--- src/rtl/tm_spi_pkg.sv ---
// Shared definitions for the Turing-machine serial-memory protocol: opcodes,
// bus widths and the responder state encoding.
package tm_spi_pkg;

  localparam int SPI_ADDR_W = 16;
  localparam int SPI_DATA_W = 8;

  localparam logic [7:0] CMD_WRITE = 8'h02;
  localparam logic [7:0] CMD_READ  = 8'h03;

  typedef enum logic [2:0] {
    ST_IDLE,
    ST_CMD,
    ST_ADDR,
    ST_RDATA,
    ST_WDATA,
    ST_IGNORE
  } resp_state_e;

endpackage

--- src/rtl/tm_spi_sync.sv ---
// Two-flop synchronizer for one asynchronous SPI pin, plus an edge register
// that yields single-cycle rise/fall pulses on the synchronized level.
module tm_spi_sync #(
  parameter logic RST_VAL = 1'b0
) (
  input  logic clk,
  input  logic rst_n,
  input  logic async_in,
  output logic level,
  output logic rise,
  output logic fall
);

  // [0] may go metastable, [1] is the synchronized level, [2] its previous value.
  logic [2:0] sync_q, sync_d;

  always_comb begin
    sync_d = {sync_q[1:0], async_in};
  end

  // NOTE: sequential state uses non-blocking assignments only, so every flop
  // samples pre-edge values regardless of process ordering.
  always_ff @(posedge clk or negedge rst_n) begin
    if (!rst_n) sync_q <= {3{RST_VAL}};
    else        sync_q <= sync_d;
  end

  assign level = sync_q[1];
  assign rise  = sync_q[1] & ~sync_q[2];
  assign fall  = ~sync_q[1] & sync_q[2];

endmodule

--- src/rtl/tm_spi_mem_responder.sv ---
// SPI mode-0 slave that decodes READ/WRITE frames (cmd, 16-bit addr, data
// bytes) and drives a simple synchronous memory port with address auto-increment.
module tm_spi_mem_responder
  import tm_spi_pkg::*;
#(
  parameter int ADDR_W = SPI_ADDR_W,
  parameter int DATA_W = SPI_DATA_W
) (
  input  logic              clk,
  input  logic              rst_n,
  input  logic              spi_sck,
  input  logic              spi_cs,
  input  logic              spi_mosi,
  output logic              spi_miso,
  output logic              spi_miso_oe,
  output logic [ADDR_W-1:0] mem_addr,
  output logic              mem_rd_en,
  input  logic [DATA_W-1:0] mem_rdata,
  output logic              mem_wr_en,
  output logic [DATA_W-1:0] mem_wdata
);

  localparam int CNT_W = $clog2(ADDR_W);

  logic sck_level_unused, sck_rise, sck_fall;
  logic cs_s, cs_rise, cs_fall;
  logic mosi_s, mosi_rise_unused, mosi_fall_unused;

  tm_spi_sync #(.RST_VAL(1'b0)) u_sync_sck (
    .clk(clk), .rst_n(rst_n), .async_in(spi_sck),
    .level(sck_level_unused), .rise(sck_rise), .fall(sck_fall)
  );

  // CS idles high, so its synchronizer resets high to avoid a phantom frame start.
  tm_spi_sync #(.RST_VAL(1'b1)) u_sync_cs (
    .clk(clk), .rst_n(rst_n), .async_in(spi_cs),
    .level(cs_s), .rise(cs_rise), .fall(cs_fall)
  );

  tm_spi_sync #(.RST_VAL(1'b0)) u_sync_mosi (
    .clk(clk), .rst_n(rst_n), .async_in(spi_mosi),
    .level(mosi_s), .rise(mosi_rise_unused), .fall(mosi_fall_unused)
  );

  resp_state_e       state_q, state_d;
  logic [CNT_W-1:0]  bit_cnt_q, bit_cnt_d;
  logic [DATA_W-1:0] rx_q, rx_d, rx_next;
  logic [DATA_W-1:0] tx_q, tx_d;
  logic [ADDR_W-1:0] addr_q, addr_d;
  logic [DATA_W-1:0] wdata_q, wdata_d;
  logic              is_read_q, is_read_d;
  logic              miso_q, miso_d;
  logic              rd_en_q, rd_en_d;
  logic              rd_valid_q;
  logic              wr_en_q, wr_en_d;

  assign rx_next = {rx_q[DATA_W-2:0], mosi_s};

  // NOTE: every always_comb output gets a default first, so no path can
  // leave a signal unassigned and infer a latch.
  always_comb begin
    state_d   = state_q;
    bit_cnt_d = bit_cnt_q;
    rx_d      = rx_q;
    tx_d      = tx_q;
    addr_d    = addr_q;
    wdata_d   = wdata_q;
    is_read_d = is_read_q;
    miso_d    = miso_q;
    rd_en_d   = 1'b0;
    wr_en_d   = 1'b0;

    // The memory sampled the address on the strobe edge, so advance right after it.
    if (rd_en_q || wr_en_q) addr_d = addr_q + 1'b1;
    if (rd_valid_q)         tx_d   = mem_rdata;

    if (cs_rise) begin
      state_d   = ST_IDLE;
      bit_cnt_d = '0;
      rx_d      = '0;
      miso_d    = 1'b0;
    end else if (state_q == ST_IDLE) begin
      if (cs_fall) begin
        state_d   = ST_CMD;
        bit_cnt_d = '0;
      end
    end else if (sck_rise) begin
      bit_cnt_d = bit_cnt_q + 1'b1;
      unique case (state_q)
        ST_CMD: begin
          rx_d = rx_next;
          if (bit_cnt_q == CNT_W'(DATA_W - 1)) begin
            bit_cnt_d = '0;
            if (rx_next == CMD_READ) begin
              is_read_d = 1'b1;
              state_d   = ST_ADDR;
            end else if (rx_next == CMD_WRITE) begin
              is_read_d = 1'b0;
              state_d   = ST_ADDR;
            end else begin
              state_d = ST_IGNORE;
            end
          end
        end
        ST_ADDR: begin
          addr_d = {addr_q[ADDR_W-2:0], mosi_s};
          if (bit_cnt_q == CNT_W'(ADDR_W - 1)) begin
            bit_cnt_d = '0;
            rd_en_d   = is_read_q;
            state_d   = is_read_q ? ST_RDATA : ST_WDATA;
          end
        end
        ST_RDATA: begin
          // Prefetch the next byte as the last bit of the current one is taken.
          if (bit_cnt_q == CNT_W'(DATA_W - 1)) begin
            bit_cnt_d = '0;
            rd_en_d   = 1'b1;
          end
        end
        ST_WDATA: begin
          rx_d = rx_next;
          if (bit_cnt_q == CNT_W'(DATA_W - 1)) begin
            bit_cnt_d = '0;
            wr_en_d   = 1'b1;
            wdata_d   = rx_next;
          end
        end
        default: bit_cnt_d = bit_cnt_q;
      endcase
    end else if (sck_fall && state_q == ST_RDATA) begin
      miso_d = tx_q[DATA_W-1];
      tx_d   = {tx_q[DATA_W-2:0], 1'b0};
    end
  end

  always_ff @(posedge clk or negedge rst_n) begin
    if (!rst_n) begin
      state_q    <= ST_IDLE;
      bit_cnt_q  <= '0;
      rx_q       <= '0;
      tx_q       <= '0;
      addr_q     <= '0;
      wdata_q    <= '0;
      is_read_q  <= 1'b0;
      miso_q     <= 1'b0;
      rd_en_q    <= 1'b0;
      rd_valid_q <= 1'b0;
      wr_en_q    <= 1'b0;
    end else begin
      state_q    <= state_d;
      bit_cnt_q  <= bit_cnt_d;
      rx_q       <= rx_d;
      tx_q       <= tx_d;
      addr_q     <= addr_d;
      wdata_q    <= wdata_d;
      is_read_q  <= is_read_d;
      miso_q     <= miso_d;
      rd_en_q    <= rd_en_d;
      rd_valid_q <= rd_en_q;
      wr_en_q    <= wr_en_d;
    end
  end

  assign spi_miso_oe = (state_q == ST_RDATA) && !cs_s;
  assign spi_miso    = spi_miso_oe & miso_q;
  assign mem_addr    = addr_q;
  assign mem_rd_en   = rd_en_q;
  assign mem_wr_en   = wr_en_q;
  assign mem_wdata   = wdata_q;

endmodule
--- config.mk ---
export PLATFORM = sky130hd
export DESIGN_NAME = tm_spi_mem_responder
export DESIGN_NICKNAME = d
export VERILOG_FILES = /design/src/rtl/tm_spi_pkg.sv /design/src/rtl/tm_spi_sync.sv /design/src/rtl/tm_spi_mem_responder.sv
export SDC_FILE = /design/constraint.sdc
export NUM_CORES = 1
export LEC_CHECK = 0
export BUFFER_PORTS_ARGS = -buffer_cell sky130_fd_sc_hd__buf_2
export CAP_MARGIN = 5
export CORE_MARGIN = 2
export CORE_UTILIZATION = 30
export CTS_BUF_LIST = sky130_fd_sc_hd__clkbuf_4 sky130_fd_sc_hd__clkbuf_8
export DETAILED_ROUTE_END_ITERATION = 7
export GPL_ROUTABILITY_DRIVEN = 0
export HOLD_SLACK_MARGIN = 0.1
export PLACE_DENSITY = 0.58
export SETUP_SLACK_MARGIN = 0.3
export SYNTH_ARGS = -nofsm -noshare
export SYNTH_HDL_FRONTEND = slang
export SYNTH_SLANG_ARGS = --single-unit
--- constraint.sdc ---
create_clock -name clk -period 5.2 [get_ports clk]
set_clock_uncertainty 0.2 [all_clocks]
set_input_delay 1.3 -clock clk [delete_from_list [all_inputs] [get_ports clk]]
set_output_delay 1.3 -clock clk [all_outputs]
set_load 0.02 [all_outputs]
==> flow_summary.toml <==
[run_status]
status = "completed"

[flow_run]
maxCapViolCount = 0

[floorplan]
dieArea_mm2 = 0.0107
pin_count = 41
die_y_um = 103
core_region_area_mm2 = 0.00968
initial_core_util_pct = 30.6
rows = 36
fp.dieW_um = 103

[layout]
n_antenna_cell = 0
post-route-util_pct = 35.5
multi_input_area_mm2 = 0.00140
area_growth_pct = 15.9
nets = 336
final_layout_size_suffix_gt1_share_pct = 26.0
fill_cells = 974
seqCellArea_mm2 = 0.00148

[synth]
synth.most_common_cell = "dfrtp_1"
syn-num-nets = 299
async_reset_ff_share_pct = 100
synth_top_cell_by_area = "dfrtp_1"
synth_area_leaders = "dfrtp_1 47%, mux2i_1 5.4%, mux2_4 4.0%"
synth.top_cell.area_share_pct = 47.2
syn_inst = 283
ys_seq_area_share_pct = 49.9
synth-seq-cells = 59
synthFlopType = "dfrtp_1"
ys_types = 61
yosysWarningCount = 0
netlist_area_mm2 = 0.00297
netlist_top_cells_count = "56 x dfrtp_1, 25 x nor2_1, 22 x a21oi_1"
synth.avg_cell_area_um2 = 10.5
synth_edf_count = 0

[route]
drc_errors = 0
dr_total_vias = 2287
post_drt_wl_per_cell_um = 14.1
viasPerCell = 5.02
ant_nets = 0
firstDrtPassIters = 4
drt_wl_total_um = 6430
drtIter0Drc = 187

[cts]
root_buffer = "clkbuf_8"
cts_setup_buffers = 0
htree_num_levels = 3
cts_buffers = 9
path_clk_slew_ps = 60
cts_resized = 0
clk_latency_ps = 340
cts_tree = "yes"
cts.path.max_buffers = 2
cts_hold_buffers = 0
cts.sinks = 59

[critical_path]
crit_start = "state_q[0]"
worstPathArrival_ps = 1730
max_stage_delay_ps = 590
end_kind = "primary output"
required_ps = 3700
critPathKind = "reg -> out"
crit_path_start_kind = "register"
crit_slowest_cell = "dfrtp_1"
crit_fanout = 17
rr_startpoint = "u_sync_cs.sync_q[2]"
path_cells = "nand2b_1 -> nor3b_1 -> and2_1 -> buf_2"

[sta]
finalHoldViolations = 0
slew_headroom_pct = 38.2
worst-slew-pin-transition_ps = 926
fmax_ghz = 0.309
rsz0062_at_grt = "false"
drv_slew = 0
final.setup.tns_ps = 0
min_period_over_period_pct = 62.2
setup_viol = 0
post-route-min-period_ps = 3230

[global_routing]
grt_overflow = 0
grt_antenna_before_repair = 0
grt_first_pass_wirelength_um = 10700
grt_max_degree = 41
grtUsageTotal_pct = 13.0
grt_pass1_vias = 2182

[power]
leakage_nw = 1.55
power.density_mw_per_mm2 = 326
irDropWorstVdd_mv = 0.110

[min_path]
holdCritStartpoint = "u_sync_sck.sync_q[0]"
hp-class = "reg -> reg"

[placed_design]
portBuffers = 40
place_hpwl_um = 4320
==> stage by stage <==
step | instance area [µm²] | setup WS (ps) | instances | total power, mW | hold slack, ps
6_report | 3440 | 1970 | 456 | 1.12 | 150
5_1_grt | 3440 | 1750 | 456 | 1.19 | 165
4_1_cts | 3440 | 1920 | 456 | 1.14 | 152
3_5_place_dp | 3270 | 2290 | 442 | 0.764 | 139
3_3_place_gp | 3270 | 2330 | 442 | 0.760 | 134
2_1_floorplan | 2970 | 1920 | 283 | 0.715 | 131
==> layer usage <==
| layer | share of wire, % | GRT usage [%] | up-vias |
|---|---|---|---|
| met5 | 0 | 0 | - |
| met4 | 2.1 | 6.38 | 0 |
| met3 | 4.2 | 3.49 | 12 |
| met2 | 46 | 19.6 | 33 |
| met1 | 48 | 17.2 | 1120 |
| li1 | - | - | 1122 |
==> sequential cells by signal, summed over array words and instances, names as in the netlist <==
name	cells
bit_cnt_q	4
tx_q	8
mem_rd_en	1
u_sync_mosi.sync_q	2
is_read_q	1
rx_q	7
rd_valid_q	1
u_sync_cs.sync_q	3
mem_wr_en	1
miso_q	1
mem_wdata	8
u_sync_sck.sync_q	3
mem_addr	16
state_q	3
==> worst paths after layout <==
path	slack, ps	depth (start not counted)	end
setup / recovery	1970	4	spi_miso
hold / removal	150	0	u_sync_sck.sync_q[1]
setup reg to reg	2520	5	mem_addr[9]
hold reg to reg	150	0	u_sync_sck.sync_q[1]
max in group asynchronous	3030	2	u_sync_cs.sync_q[1]
min in group asynchronous	900	1	mem_wdata[7]
==> power breakdown <==
group	leakage (nW)	switching [mW]	total, mW	internal [mW]
Sequential	0.756	0.0611	0.552	0.490
Clock	0.0908	0.173	0.364	0.191
Combinational	0.704	0.110	0.205	0.0953
==> critical path, delay by kind of cell (launching register included) <==
| family | cells | cell delay, ps |
|---|---|---|
| buffers and inverters | 1 | 150 |
| DFF | 1 | 590 |
| and+or+nand+nor | 3 | 650 |
==> cell families after synthesis <==
| group | Yosys count | share of synthesized area [%] |
|---|---|---|
| DFF | 59 | 49.9 |
| AOI/OAI and AO/OA | 72 | 15.9 |
| adders and majority gates | 3 | 1.27 |
| xor gates and xnor gates | 3 | 0.886 |
| muxes | 25 | 9.83 |
| buffers and inverters | 21 | 3.08 |
| and+or+nand+nor | 100 | 19.2 |
==> final cells by class <==
type	instances	share of cell area, %
timing repair buffer	41	6.04
tap	133	4.84
clock buffer	11	4.40
multi-input combinational	203	40.6
sequential	59	43.0
inverter	6	0.655
clock inverter	3	0.437
==> placed cells by master (no fill, tap or decap), types with 3 or more instances in the layout <==
master / n
a211oi_1: 6
a21oi_1: 22
and3_1: 3
buf_2: 40
clkbuf_8: 11
clkinv_2: 3
dfrtp_1: 56
dfstp_2: 3
ha_1: 3
inv_1: 6
mux2_4: 8
mux2i_1: 16
nand2_1: 15
nand2b_1: 4
nand3_1: 9
nand3b_1: 4
nor2_1: 25
nor3_1: 8
nor4_1: 5
o211ai_1: 5
o21ai_0: 13
o31ai_1: 3
or2_2: 4
or3b_2: 3
No activity file was read; power rests on OpenSTA's default activity.
